==> src/rtl/i2c_master_arbiter.sv <==
// Round-robin arbiter that shares one i2c_master among NUM_REQ requesters and
// detects transaction end from the bus lines. Define I2C_ARB_TIMEOUT_EN to add a watchdog.
module i2c_master_arbiter #(
    parameter int NUM_REQ        = 4,
    parameter int IDX_W          = $clog2(NUM_REQ),
    parameter int IDLE_CYCLES    = 4,
    parameter int TIMEOUT_CYCLES = 1024
) (
    input  logic                 clk,
    input  logic                 reset,
    input  logic [NUM_REQ-1:0]   req,
    input  logic [NUM_REQ-1:0]   req_rw,
    input  logic [7*NUM_REQ-1:0] req_addr,
    input  logic [8*NUM_REQ-1:0] req_wdata,
    input  logic                 bus_scl,
    input  logic                 bus_sda,
    output logic [NUM_REQ-1:0]   gnt,
    output logic [IDX_W-1:0]     gnt_id,
    output logic                 m_start,
    output logic                 m_stop,
    output logic                 m_rw,
    output logic [6:0]           m_addr,
    output logic [7:0]           m_wdata,
    output logic                 done,
    output logic                 err
);

    typedef enum logic [2:0] {
        S_IDLE,
        S_LAUNCH,
        S_WAIT_ACTIVE,
        S_WAIT_IDLE,
        S_DONE
    } state_t;

    state_t               state_q;
    logic [IDX_W-1:0]     ptr_q;
    logic [NUM_REQ-1:0]   gnt_q;
    logic [IDX_W-1:0]     gnt_id_q;
    logic                 m_start_q;
    logic                 m_stop_q;
    logic                 m_rw_q;
    logic [6:0]           m_addr_q;
    logic [7:0]           m_wdata_q;
    logic                 done_q;
    logic [3:0]           idle_q;
    logic [3:0]           idle_d;
    logic                 idle_hit;
    logic                 timeout;
    logic                 finish;

    logic [NUM_REQ-1:0]   rot;
    int                   pick_off;
    int                   pick_sum;
    logic                 pick_found;
    logic [IDX_W-1:0]     pick_idx;
    logic                 sel_rw;
    logic [6:0]           sel_addr;
    logic [7:0]           sel_wdata;

    // Rotate requests so bit 0 is the pointer; the lowest set bit is the winner.
    always_comb begin
        rot        = NUM_REQ'({req, req} >> ptr_q);
        pick_found = |req;
        pick_off   = 0;
        for (int i = NUM_REQ - 1; i >= 0; i--) begin
            if (rot[i]) pick_off = i;
        end
        pick_sum = int'(ptr_q) + pick_off;
        if (pick_sum >= NUM_REQ) pick_sum = pick_sum - NUM_REQ;
        pick_idx  = IDX_W'(pick_sum);
        sel_rw    = 1'b0;
        sel_addr  = 7'd0;
        sel_wdata = 8'd0;
        for (int i = 0; i < NUM_REQ; i++) begin
            if (pick_idx == IDX_W'(i)) begin
                sel_rw    = req_rw[i];
                sel_addr  = req_addr[7*i +: 7];
                sel_wdata = req_wdata[8*i +: 8];
            end
        end
    end

    assign idle_d   = (bus_scl && bus_sda) ? idle_q + 4'd1 : 4'd0;
    assign idle_hit = (idle_d == 4'(IDLE_CYCLES));
    assign finish   = ((state_q == S_WAIT_IDLE) && idle_hit) || timeout;

`ifdef I2C_ARB_TIMEOUT_EN
    localparam int WDOG_W = $clog2(TIMEOUT_CYCLES + 1);
    logic [WDOG_W-1:0] wdog_q;
    logic [WDOG_W-1:0] wdog_d;
    logic              err_q;

    assign wdog_d  = wdog_q + WDOG_W'(1);
    assign timeout = ((state_q == S_WAIT_ACTIVE) || (state_q == S_WAIT_IDLE)) &&
                     (wdog_d == WDOG_W'(TIMEOUT_CYCLES));
    assign err     = err_q;

    always_ff @(posedge clk or posedge reset) begin
        if (reset) begin
            wdog_q <= '0;
            err_q  <= 1'b0;
        end else begin
            err_q <= timeout;
            if (state_q == S_LAUNCH)
                wdog_q <= '0;
            else if ((state_q == S_WAIT_ACTIVE) || (state_q == S_WAIT_IDLE))
                wdog_q <= wdog_d;
        end
    end
`else
    assign timeout = 1'b0;
    assign err     = 1'b0;
`endif

    always_ff @(posedge clk or posedge reset) begin
        if (reset) begin
            state_q   <= S_IDLE;
            ptr_q     <= '0;
            gnt_q     <= '0;
            gnt_id_q  <= '0;
            m_start_q <= 1'b0;
            m_stop_q  <= 1'b0;
            m_rw_q    <= 1'b0;
            m_addr_q  <= 7'd0;
            m_wdata_q <= 8'd0;
            done_q    <= 1'b0;
            idle_q    <= 4'd0;
        end else begin
            m_start_q <= 1'b0;
            done_q    <= 1'b0;
            case (state_q)
                S_IDLE: begin
                    if (pick_found) begin
                        state_q   <= S_LAUNCH;
                        gnt_q     <= NUM_REQ'(1) << pick_idx;
                        gnt_id_q  <= pick_idx;
                        m_start_q <= 1'b1;
                        m_stop_q  <= 1'b1;
                        m_rw_q    <= sel_rw;
                        m_addr_q  <= sel_addr;
                        m_wdata_q <= sel_wdata;
                    end
                end
                S_LAUNCH: begin
                    state_q <= S_WAIT_ACTIVE;
                    idle_q  <= 4'd0;
                end
                S_WAIT_ACTIVE: begin
                    if (!bus_scl) state_q <= S_WAIT_IDLE;
                end
                S_WAIT_IDLE: begin
                    idle_q <= idle_d;
                end
                S_DONE: begin
                    state_q <= S_IDLE;
                end
                default: state_q <= S_IDLE;
            endcase
            // Normal completion and watchdog expiry share the same exit path.
            if (finish) begin
                state_q  <= S_DONE;
                done_q   <= 1'b1;
                gnt_q    <= '0;
                m_stop_q <= 1'b0;
                ptr_q    <= (gnt_id_q == IDX_W'(NUM_REQ - 1)) ? '0 : gnt_id_q + IDX_W'(1);
            end
        end
    end

    assign gnt     = gnt_q;
    assign gnt_id  = gnt_id_q;
    assign m_start = m_start_q;
    assign m_stop  = m_stop_q;
    assign m_rw    = m_rw_q;
    assign m_addr  = m_addr_q;
    assign m_wdata = m_wdata_q;
    assign done    = done_q;

endmodule

==> config.mk <==
export PLATFORM = sky130hd
export DESIGN_NAME = i2c_master_arbiter
export DESIGN_NICKNAME = d
export VERILOG_FILES = /design/src/rtl/i2c_master_arbiter.sv
export SDC_FILE = /design/constraint.sdc
export NUM_CORES = 1
export LEC_CHECK = 0
export ABC_AREA = 1
export ABC_CLOCK_PERIOD_IN_PS = 2500
export BUFFER_PORTS_ARGS = -buffer_cell sky130_fd_sc_hd__buf_2
export CAP_MARGIN = 20
export CORE_ASPECT_RATIO = 0.6
export CORE_MARGIN = 1.5
export CORE_UTILIZATION = 42
export DETAILED_ROUTE_END_ITERATION = 6
export PLACE_DENSITY = 0.77
export SLEW_MARGIN = 20
export SYNTH_ARGS = -nofsm -noshare
export SYNTH_HDL_FRONTEND = slang
export SYNTH_SLANG_ARGS = --single-unit
==> constraint.sdc <==
create_clock -name clk -period 2.5 [get_ports clk]
set_clock_uncertainty 0.1 [all_clocks]
set_input_delay 0.375 -clock clk [delete_from_list [all_inputs] [get_ports clk]]
set_output_delay 0.375 -clock clk [all_outputs]
set_load 0.01 [all_outputs]
==> out/summary.json <==
{
  "run_status": "complete, no violations",
  "ys_dominant_reg_cell": "dfrtp_1",
  "seqPwrFrac_pct": 34.3,
  "timing.final.hold_violations": 0,
  "drt.antenna.violating_nets": 0,
  "wl_per_cell_microns": 13.11,
  "crit_path_start": "ptr_q[0]",
  "dpl-instance-area_sq_mm": 0.002680,
  "r2r_setup_slack_ns": 0.15,
  "top_usage_layer": "met2",
  "globalRouteOverflowTotal": 0,
  "clkLatencyLatePin_ns": 0.29,
  "cts_buffer_depth": 2,
  "total_clock_sinks": 34,
  "post_synth_num_cell_types": 31,
  "synth_top_area_cell": "dfrtp_1",
  "syn-instance-count": 305,
  "grt_antenna_before_repair": 0,
  "synthTopCellsByArea": "dfrtp_1, nand2_1, nand3_1, o21ai_0, inv_1",
  "floorplan.core_area_sq_mm": 0.004707,
  "finish.instance_area_sq_mm": 0.002869,
  "avgSynthCellArea_sq_um": 6.957,
  "hold_class": "primary input to async pin",
  "detailedPlacementHpwl_microns": 4548,
  "flops_latches_synth": 34,
  "max_slew_margin_pct": 52.30,
  "syn_area_sq_mm": 0.002122,
  "die_ht_microns": 58.06,
  "globalRouteMet2Util_pct": 37.24,
  "drt-vias-per-instance": 5.000,
  "floorplan.initialDensity_pct": 45.08,
  "post_cts_hold_buffer_count": 0,
  "worstSetupPathType": "register to register",
  "worst_setup_path_endpoint": "m_wdata[2]",
  "power_switching_mw": 1.120,
  "route.final.wire_length_microns": 6163,
  "drcViolationCount": 0,
  "combinationalPowerShare_pct": 49.6,
  "cts-buffers-inserted": 5,
  "timing_max_transition_violations_final": 0,
  "fin_cells": 470,
  "power_density_mw_per_mm2": 921.2,
  "clkSlewWorstSetupHoldPaths_ns": 0.07,
  "max_freq_mhz": 426.2,
  "leakage_nw": 1.648,
  "timing.critical_path.arrival_ns": 2.42,
  "time_the_final_worst_path_needs_with_i_o_delays_and_setup_ns": 2.346,
  "r2r-end": "m_wdata[2]",
  "cts.htree.levels": 2,
  "synth.top_cell.area_share_pct": 40.09,
  "drtIter0Drc": 79,
  "mostFrequentLayoutCell": "nand2_1",
  "worst-path-max-fanout": 13,
  "use_met1_pct": 31.96,
  "clockRootBuffer": "clkbuf_8",
  "place.detailed.instances": 457,
  "grt_use_met3_pct": 6.430,
  "final_layout_size_suffix_gt1_share_pct": 33.17,
  "switching_share_pct": 42.37,
  "first_global_vias": 2235,
  "place_congestion": 0.8706,
  "totalNegativeSetupSlack_ns": 0,
  "fp.dieArea_sq_mm": 0.005502,
  "ys_seq_area_share_pct": 40.09,
  "die_x_microns": 94.77,
  "p_int_mw": 1.523,
  "share_clk_of_total_power_pct": 16.1,
  "cp_data_required_time_ns": 2.58,
  "grt_max_degree": 35,
  "tritoncts": "built",
  "register_to_register_path_depth": 13,
  "tightest_slew_ns": 0.7111,
  "setup_viol": 0,
  "total_power_mw": 2.643,
  "vdd.ir_drop.worst_v": 0.0003501,
  "async_flop_share_pct": 100.0,
  "mappedNetlistNets": 380,
  "cap_viol_max_count": 0,
  "placement_rows": 19,
  "area_growth_pct": 35.20,
  "final_nets": 481,
  "synth-edff-count": 0,
  "worst_setup_path_end_kind": "register",
  "synth-warning-count": 0,
  "grtUsageTotal_pct": 23.72,
  "layout_worst_path_cycle_share_pct": 93.84,
  "timing.rr.start": "ptr_q[0]",
  "port-buffer-count": 96,
  "n_antenna_cell": 0,
  "vias": 2350,
  "num_io_pins": 98,
  "critPathLaunchType": "register",
  "drt-pass1-iter-count": 4,
  "final_cell_mix": "nand2_1, buf_2, nand3_1",
  "global_route_wire_length_before_repair_microns": 10030
}
## kinds of logic (layout without fill, tap and decap cells)
logic type,Yosys count,in the layout,synth area share [%]
AND/OR/NAND/NOR,167,167,34.91
buffers and inverters,53,155,10.44
AO/OA/AOI/OAI,44,44,11.26
flip-flops,34,34,40.09
adder cells (fa/ha/maj),3,3,1.769
XOR/XNOR,2,2,0.8256
other,1,1,0.1767
multiplexers,1,1,0.5306
## worst min-delay path by stage
stage | depth (start not counted) | slack [ns] | to
after global placement | 2 | 0.36 | m_addr[4]
after CTS | 3 | 0.08 | m_wdata[7]
after floorplan | 2 | 0.40 | idle_q[1]
after global routing | 3 | 0.11 | m_addr[5]
final | 3 | 0.07 | m_addr[5]
after detailed placement | 2 | 0.36 | m_addr[5]
## registers in the layout, indices dropped and copies added (netlist names)
signal,flops
m_addr,7
idle_q,4
gnt_id,2
state_q,3
m_rw,1
gnt,4
done,1
m_start,1
m_wdata,8
m_stop,1
ptr_q,2
## area by class of cell
class                      instances  area [sq um]
fill                             446          1838
multi-input combinational        218          1087
sequential                        34         853.3
timing repair buffer             107         600.6
inverter                          40         153.9
clock buffer                       6         82.58
tap                               63         78.83
clock inverter                     2         12.51
## critical path: stages, from the launching register on
cell        delay (ns)
dfrtp_2           0.45
inv_2             0.09
nand2_1           0.09
nand3_1           0.10
nand2_2           0.06
nand3_1           0.06
a21boi_1          0.06
ha_2              0.37
clkinvlp_4        0.25
or2_2             0.35
nand3_1           0.10
nand2_1           0.06
nand2_1           0.05
nand2_1           0.04
## synth_stat cells (all sizes together), types with 3 or more instances
| cell | instances |
|---|---|
| or2 | 3 |
| dfrtp | 34 |
| buf | 6 |
| clkbuf | 7 |
| nor2 | 9 |
| o21ai | 34 |
| nand2 | 109 |
| nand4 | 6 |
| inv | 38 |
| nand3 | 38 |
| ha | 3 |
## stage by stage
stage / hold WS, ns / utilization, % / setup slack [ns]
finish: 0.07365 / 60.95 / 0.1539
CTS: 0.08290 / 58.96 / 0.007754
detailed placement: 0.3638 / 56.94 / 0.01847
floorplan: 0.3975 / - / 0.08868
global placement: 0.3617 / 56.94 / 0.1617
global route: 0.1113 / 60.95 / -0.01071
## routing by layer
layer  vias to the layer above  part of all wire, %
li1                       1178                    -
met1                      1036                   45
met2                       117                   44
met3                        19                  8.9
met4                         0                  2.0
met5                         -                    0
## power by group through the flow
stage | Clock [mW] | Combinational, mW | Sequential, mW
2_1_floorplan | 0 | 0.722 | 0.973
3_3_place_gp | 0 | 1.22 | 0.905
3_5_place_dp | 0 | 1.26 | 0.903
4_1_cts | 0.434 | 1.26 | 0.902
5_1_grt | 0.462 | 1.49 | 0.926
6_report | 0.425 | 1.31 | 0.906
## repair_timing
item / CTS / global route
gates resized for setup: 0 / 12
endpoints found under the setup margin: 0 / 20
setup buffers: 0 / 5
No activity file was read; power rests on OpenSTA's default activity.
